File: config.mk
export PLATFORM = sky130hd
export DESIGN_NAME = uart_byte_transmitter
export DESIGN_NICKNAME = d
export VERILOG_FILES = /design/src/rtl/uart_pkg.sv /design/src/rtl/uart_baud_counter.sv /design/src/rtl/uart_byte_transmitter.sv
export SDC_FILE = /design/constraint.sdc
export NUM_CORES = 1
export LEC_CHECK = 0
export CORE_ASPECT_RATIO = 1.5
export CORE_MARGIN = 2
export CORE_UTILIZATION = 64
export CTS_BUF_LIST = sky130_fd_sc_hd__clkbuf_2
export DETAILED_ROUTE_END_ITERATION = 16
export PLACE_DENSITY = 0.86
export SLEW_MARGIN = 30
export SYNTH_ARGS = -nofsm -noshare
export SYNTH_HDL_FRONTEND = slang
export SYNTH_HIERARCHICAL = 1
export SYNTH_SLANG_ARGS = --single-unit
File: constraint.sdc
create_clock -name clk -period 3.95 [get_ports clk]
set_input_delay 0.79 -clock clk [delete_from_list [all_inputs] [get_ports clk]]
set_output_delay 0.79 -clock clk [all_outputs]
set_load 0.01 [all_outputs]
File: src/rtl/uart_pkg.sv
// Shared types and constants for the UART byte transmitter.
// The frame state set includes PARITY; it is only reachable when UART_TX_PARITY_EN is defined.
package uart_pkg;

  localparam int DATA_BITS = 8;

  typedef enum logic [2:0] {
    IDLE   = 3'd0,
    START  = 3'd1,
    DATA   = 3'd2,
    PARITY = 3'd3,
    STOP   = 3'd4
  } tx_state_t;

  function automatic int clks_per_bit(input int clk_freq, input int baud);
    return clk_freq / baud;
  endfunction

endpackage

File: src/rtl/uart_baud_counter.sv
// Per-bit cycle counter: counts 0..CLKS_PER_BIT-1, pulses bit_done_o on the last
// cycle of a bit and wraps to 0 so the next bit starts aligned.
module uart_baud_counter #(
  parameter int CLKS_PER_BIT = 10
) (
  input  logic clk,
  input  logic rst,
  input  logic clear_i,
  output logic bit_done_o
);

  localparam int W = (CLKS_PER_BIT > 2) ? $clog2(CLKS_PER_BIT) : 1;
  localparam logic [W-1:0] LAST = W'(CLKS_PER_BIT - 1);

  logic [W-1:0] count_q;

  assign bit_done_o = (count_q == LAST);

  // NOTE: sequential state uses non-blocking assignments so every register samples
  // pre-edge values; blocking here would create order-dependent simulation races.
  always_ff @(posedge clk or negedge rst) begin
    if (!rst) begin
      count_q <= '0;
    end else if (clear_i || bit_done_o) begin
      count_q <= '0;
    end else begin
      count_q <= count_q + 1'b1;
    end
  end

endmodule

File: src/rtl/uart_byte_transmitter.sv
// UART transmitter with a one-byte holding register ahead of the shifter; frames go
// out back-to-back. Define UART_TX_PARITY_EN to insert an even-parity bit (8E1).
module uart_byte_transmitter
  import uart_pkg::*;
#(
  parameter int CLK_FREQ  = 100_000_000,
  parameter int BAUD_RATE = 9600
) (
  input  logic       clk,
  input  logic       rst,
  input  logic [7:0] uart_tx,
  input  logic       tx_valid,
  output logic       uart_ready,
  output logic       tx_serial,
  output logic       tx_busy
);

  localparam int CLKS_PER_BIT = clks_per_bit(CLK_FREQ, BAUD_RATE);

  if (CLKS_PER_BIT < 2) begin : g_bad_clks_per_bit
    $error("uart_byte_transmitter: CLKS_PER_BIT must be at least 2");
  end

  tx_state_t      state_q, state_d;
  logic [7:0]     hold_q, hold_d;
  logic           hold_full_q, hold_full_d;
  logic [7:0]     shift_q, shift_d;
  logic [2:0]     bit_idx_q, bit_idx_d;
`ifdef UART_TX_PARITY_EN
  logic           parity_q, parity_d;
`endif

  logic bit_done;
  logic accept;
  logic load;

  uart_baud_counter #(
    .CLKS_PER_BIT(CLKS_PER_BIT)
  ) u_baud_counter (
    .clk       (clk),
    .rst       (rst),
    .clear_i   (state_q == IDLE),
    .bit_done_o(bit_done)
  );

  assign uart_ready = ~hold_full_q;
  assign accept     = tx_valid & ~hold_full_q;
  assign tx_busy    = (state_q != IDLE);

  // Accept needs an empty holding register and load needs a full one, so the two
  // updates to hold_full below can never apply at the same edge.
  // NOTE: every combinational output gets a default first so no path leaves it
  // unassigned, which would otherwise infer a latch.
  always_comb begin
    state_d     = state_q;
    hold_d      = hold_q;
    hold_full_d = hold_full_q;
    shift_d     = shift_q;
    bit_idx_d   = bit_idx_q;
`ifdef UART_TX_PARITY_EN
    parity_d    = parity_q;
`endif
    load        = 1'b0;

    case (state_q)
      IDLE: begin
        if (hold_full_q) begin
          load    = 1'b1;
          state_d = START;
        end
      end
      START: begin
        if (bit_done) begin
          bit_idx_d = '0;
          state_d   = DATA;
        end
      end
      DATA: begin
        if (bit_done) begin
          shift_d   = {1'b0, shift_q[7:1]};
          bit_idx_d = bit_idx_q + 3'd1;
          if (bit_idx_q == 3'(DATA_BITS - 1)) begin
`ifdef UART_TX_PARITY_EN
            state_d = PARITY;
`else
            state_d = STOP;
`endif
          end
        end
      end
`ifdef UART_TX_PARITY_EN
      PARITY: begin
        if (bit_done) state_d = STOP;
      end
`endif
      STOP: begin
        if (bit_done) begin
          if (hold_full_q) begin
            load    = 1'b1;
            state_d = START;
          end else begin
            state_d = IDLE;
          end
        end
      end
      default: state_d = IDLE;
    endcase

    if (load) begin
      shift_d     = hold_q;
      hold_full_d = 1'b0;
`ifdef UART_TX_PARITY_EN
      parity_d    = ^hold_q;
`endif
    end

    if (accept) begin
      hold_d      = uart_tx;
      hold_full_d = 1'b1;
    end
  end

  // Decoded straight from state so reset forces the line high without waiting for a clock.
  always_comb begin
    tx_serial = 1'b1;
    case (state_q)
      START:  tx_serial = 1'b0;
      DATA:   tx_serial = shift_q[0];
`ifdef UART_TX_PARITY_EN
      PARITY: tx_serial = parity_q;
`endif
      default: tx_serial = 1'b1;
    endcase
  end

  // NOTE: the data registers are reset along with control so a reset mid-frame
  // discards both the in-flight and the held byte deterministically.
  always_ff @(posedge clk or negedge rst) begin
    if (!rst) begin
      state_q     <= IDLE;
      hold_q      <= '0;
      hold_full_q <= 1'b0;
      shift_q     <= '0;
      bit_idx_q   <= '0;
`ifdef UART_TX_PARITY_EN
      parity_q    <= 1'b0;
`endif
    end else begin
      state_q     <= state_d;
      hold_q      <= hold_d;
      hold_full_q <= hold_full_d;
      shift_q     <= shift_d;
      bit_idx_q   <= bit_idx_d;
`ifdef UART_TX_PARITY_EN
      parity_q    <= parity_d;
`endif
    end
  end

endmodule

## Yosys cells after proc, flatten, opt, wreduce, memory -nomap -nowiden

Index checks and enable logic that the tools add are counted.

| storage, ports and cells | value |
|---|---|
| register bits after elaboration | 37 |
| memories | 0 |
| latch bits | 0 |
| memory bits (writable) | 0 |
| bits in read-only memories | 0 |
| output and inout port bits | 3 |
| input port bits | 11 |

| cells by class | value |
|---|---|
| bitwise logic cells | 2 |
| equal/unequal tests | 10 |
| reduce and logical (&&, ||, !) cells | 10 |
| $mul | 0 |
| shift operators | 0 |
| mux-type cells | 20 |
| divide/modulo/power cells | 0 |
| magnitude comparators | 0 |
| add/sub/neg operators | 2 |

Operator list:

| cell | count |
|---|---|
| $mux 8 | 3 |
| $mux 3 | 7 |
| $add 14x1->14 const B | 1 |
| $eq 14x14->1 const B | 1 |
| $mux 14 | 1 |
| $pmux 3 s4 | 1 |
| $reduce_bool 2->1 | 4 |
| $eq 3x3->1 const B | 2 |
| $ne 2x1->1 const B | 3 |
| $pmux 3 s2 | 1 |
| $mux 1 | 5 |
| $reduce_and 5->1 | 1 |
| $ne 2x2->1 const B | 2 |
| $pmux 1 s2 | 2 |
| $add 3x1->3 const B | 1 |
| $eq 3x1->1 const B | 1 |
| $eq 3x2->1 const B | 1 |
| $logic_not 3->1 | 1 |
| $reduce_and 3->1 | 1 |
| $reduce_bool 3->1 | 1 |
| $reduce_and 2->1 | 1 |
| $and 1x1->1 | 1 |
| $logic_or 1x1->1 | 1 |
| $not 1->1 | 1 |

## Depth between registers and ports, before layout

| depth | value |
|---|---|
| depth in word-level cells | 5 |
| depth in mapped cells | 7 |

## Modules after synthesis

The synthesis kept the hierarchy.

By module, submodules not included:

| module | sequential area each (µm²) | instances | area an instance (µm²) | cells each |
|---|---|---|---|---|
| uart_byte_transmitter | 575.6 | 1 | 1,094.8 | 108 |
| uart_baud_counter | 350.3 | 1 | 729.4 | 70 |

## Worst setup path after synthesis

No wires, ideal clock.

| path | value |
|---|---|
| path type | register to register |
| start point | reg u_baud_counter.count_q[9] |
| end point | reg shift_q[0] |
| arrival | 2.209 ns |
| cell stages (with the launch flop) | 6 |
| required time | 3.846 ns |
| setup slack | 1.637 ns |
| clock period less this slack | 2.313 ns |
| cell sequence | dfrtp_1 -> or4b_1 -> nor4_2 -> nor2b_2 -> o41a_4 -> a221oi_1 |

| on the way | value |
|---|---|
| word-level cells in the longest chain between the ends | 5 |

RTL lines:

| what | RTL line | text |
|---|---|---|
| start, declared | uart_baud_counter.sv:15 | `logic [W-1:0] count_q;` |
| start signal, assigned | uart_baud_counter.sv:27 | `count_q <= count_q + 1'b1;` |
| $eq 14x14->1 * | uart_baud_counter.sv:17 | `assign bit_done_o = (count_q == LAST);` |
| net bit_done | uart_byte_transmitter.sv:33 | `logic bit_done;` |
| $mux 1 | uart_byte_transmitter.sv:97 | `if (bit_done) begin` |
| $pmux 1 s2 | uart_byte_transmitter.sv:65 | `case (state_q)` |
| $reduce_bool 2->1 (no line) | - |  |
| $reduce_and 2->1 (no line) | - |  |
| end signal, assigned | uart_byte_transmitter.sv:152 | `shift_q <= shift_d;` |
| end, declared | uart_byte_transmitter.sv:27 | `logic [7:0] shift_q, shift_d;` |

Mark *: on every way through the listed nets, which the timed path passes. The rest lies on a longest branch.
A chain may end at the register's enable or synchronous reset.

## Worst setup path in the final report

| path | value |
|---|---|
| start point | reg state_q[0] |
| end point | out tx_serial |

| on the way | value |
|---|---|
| word-level cells in the longest chain between the ends | 2 |

RTL lines:

| what | RTL line | text |
|---|---|---|
| start, declared | uart_byte_transmitter.sv:24 | `tx_state_t state_q, state_d;` |
| start signal, assigned | uart_byte_transmitter.sv:149 | `state_q <= state_d;` |
| $eq 3x2->1 / $eq 3x1->1 (equally long branches) | uart_byte_transmitter.sv:126 | `case (state_q)` |
| $pmux 1 s2 * | uart_byte_transmitter.sv:126 |  |
| end, declared | uart_byte_transmitter.sv:14 | `output logic tx_serial,` |

Every way passes the cells marked *; elsewhere a longest branch is shown, timed or not.

==> out/qor.yml <==
status:
  status: "complete, no violations"
yosys:
  syn_avg_cell_area_um2: 10.2
  yosysSeqAreaShare: 0.508
  netlist_area_um2: 1820
  synth-main-ff-cell: "dfrtp_1"
  postSynthCellCount: 178
  yosys_register_bits: 37
  synthDistinctLibCells: 39
  syn-num-nets: 193
  synth_edf_count: 0
  ys_warn_count: 6
  async_reset_ff_frac: 1.00
sta:
  fin_setup_tns_ps: 0
  skew_ps: 10.4
  rsz0062_at_grt: "no"
  drv_slew: 0
  fin_crit_sh: 0.703
  max_freq_mhz: 360
  finalCriticalPeriod_ps: 2780
  hold_viol_final: 0
  setup_viol: 0
  tightest_slew_ps: 855
  slew_headroom: 0.430
worst_setup_path:
  worstSetupStartpointType: "register"
  critPathMaxStageDelay_ps: 630
  path_class: "register to output pin"
  crit_fanout: 11
  reg2reg_depth: 5
  crit_family: "buffers and inverters"
  required_ps: 3160
  cp.arrival_ps: 1990
  path_buf_inv: 2
  cp_num_cells: 4
  slowest_stage: "dfrtp_1"
  cp-end-kind: "output pin"
  crit_chain: "inv_1 > and3_1 > o21bai_1 > clkdlybuf4s50_1"
floorplanning:
  die_x_um: 47.6
  fp-row-count: 23
  die_h_um: 69.4
  io_pins: 14
  dieArea_um2: 3300
  core_area_um2: 2710
  initial_utilization: 0.674
power:
  sequentialPowerShare: 0.636
  internal-power_uw: 554
  power_density_nw_per_um2: 404
  vdd_drop_max_uv: 321
  comb_power_share: 0.169
  swShare: 0.311
  p_leak_nw: 0.880
  pwr-share-clk: 0.195
  p_total_uw: 804
  p_sw_uw: 250
route:
  top_layer: "met4"
  antenna_left: 0
  wl_met1_mm: 1.28
  avgViaCountPerCell: 5.83
  wl_met2_mm: 1.88
  drtPass1Iterations: 4
  wirelength_mm: 3.35
  met3_length_um: 122
  drc: 0
  vias: 1340
  wl_per_cell_um: 14.6
  drt-initial-drc-count: 14
grt:
  grt_overflow: 0
  grt_pass1_wl_mm: 5.78
  grt_usage: 0.243
  antenna_found_initial: 0
  grt_max_degree: 38
  grt_pass1_vias: 1390
flow_run:
  cap_viol_max_count: 0
clock_network:
  cts_tree: "done"
  path_clk_slew_ps: 160
  postCtsResizedCells: 0
  cts_buffers: 5
  clock-sinks: 37
  post_cts.repair.setup_buffers: 0
  clk_latency_ps: 370
  cts-root-buf: "clkbuf_2"
  htree_levels: 2
  postCtsHoldBufs: 0
  cts_buffer_depth: 2
cells_and_area:
  multi_input_area_um2: 774
  drive_gt1_frac: 0.0933
  antennaDiodeCount: 0
  finalNetCount: 208
  fillers: 200
  final_core_util: 0.735
  stdcell_area_um2: 1990
  register_area_um2: 926
  synthToLayoutAreaGrowth_pct: 9.05
place:
  portBuffers: 13
  dpl_cell_area_um2: 1960
  place_congestion: 0.825
  hpwlAfterDp_mm: 2.44
hold_path:
  worstHoldPathCells: 1
  hold_path_class: "register to register"
-- per-stage QoR --
stage / worst slack [ps] / instances / hold slack, ps
3_3_place_gp: 1350 / 223 / 490
5_1_grt: 892 / 230 / 557
6_report: 1170 / 230 / 533
2_1_floorplan: 1640 / 178 / 467
3_5_place_dp: 1200 / 223 / 498
4_1_cts: 1160 / 230 / 536
-- flip-flops by register name, summed over array words and instances (netlist names) --
register	count
bit_idx_q	3
hold_full_q	1
hold_q	8
shift_q	8
state_q	3
u_baud_counter/count_q	14
-- Yosys cell counts (2+ instances only) --
master     instances  area share
a221oi_1           7       0.034
a31oi_1            3       0.010
and4_1             2      0.0096
dfrtp_1           37        0.51
ha_1               4       0.027
inv_1             19       0.039
mux2i_1            2       0.011
nand2_1           15       0.031
nand3_1            5       0.014
nand4_1            4       0.014
nor2_1            22       0.045
nor2_2             4       0.014
nor2b_1            5       0.017
nor3_1             3      0.0082
nor3b_1            3       0.012
o21ai_0            7       0.019
o2bb2ai_1          3       0.014
or4b_1             2       0.011
xnor2_1            5       0.024
xor2_1             7       0.034
-- layer usage --
metal,global-route usage,vias to the layer above
met4,0.105,0
met2,0.416,24
met1,0.254,671
met3,0.0807,8
li1,-,637
met5,0,-
-- power by group through the flow --
stage,registers [mW],clock network [mW],logic (mW)
after detailed placement,0.518,0,0.136
after CTS,0.510,0.164,0.138
after global placement,0.510,0,0.127
after floorplan,0.500,0,0.0960
final,0.511,0.157,0.136
after global routing,0.517,0.180,0.154
-- path summary, 6_finish.rpt --
kind | endpoint | slack, ps | start
max in group asynchronous | shift_q[5] | 2800 | rst
max reg2reg | shift_q[4] | 1190 | u_baud_counter/count_q[9]
min in group asynchronous | u_baud_counter/count_q[7] | 820 | rst
min reg2reg | shift_q[7] | 530 | shift_q[7]
min | shift_q[7] | 530 | shift_q[7]
max | tx_serial | 1170 | state_q[0]
-- cell type report --
class,count,area share
Clock buffer,6,0.0151
Timing Repair Buffer,14,0.0692
Tap cell,37,0.0233
Multi-Input combinational cell,116,0.389
Inverter,19,0.0358
Sequential cell,37,0.465
Clock inverter,1,0.00189
-- cells by family (layout without fill, tap and decap cells) --
logic type / count (synthesis) / after routing / share of synthesized area
AOI/OAI and AO/OA: 24 / 24 / 0.101
DFF: 37 / 37 / 0.508
and+or+nand+nor: 73 / 73 / 0.222
buffers and inverters: 25 / 40 / 0.0679
muxes: 3 / 3 / 0.0171
xor gates and xnor gates: 12 / 12 / 0.0576
adders and majority gates: 4 / 4 / 0.0274
-- cells in the final DEF (no fill, tap or decap), drive strengths merged, types with 4 or more instances in the layout --
master	Yosys	routed
a221oi	7	7
nand2	15	15
inv	19	19
clkbuf	2	6
ha	4	4
nand4	4	4
nor2b	6	6
clkdlybuf4s50	0	13
dfrtp	37	37
nand3	5	5
xor2	7	7
xnor2	5	5
nor2	26	26
o21ai	7	7
(Power assumes the default switching activity.)
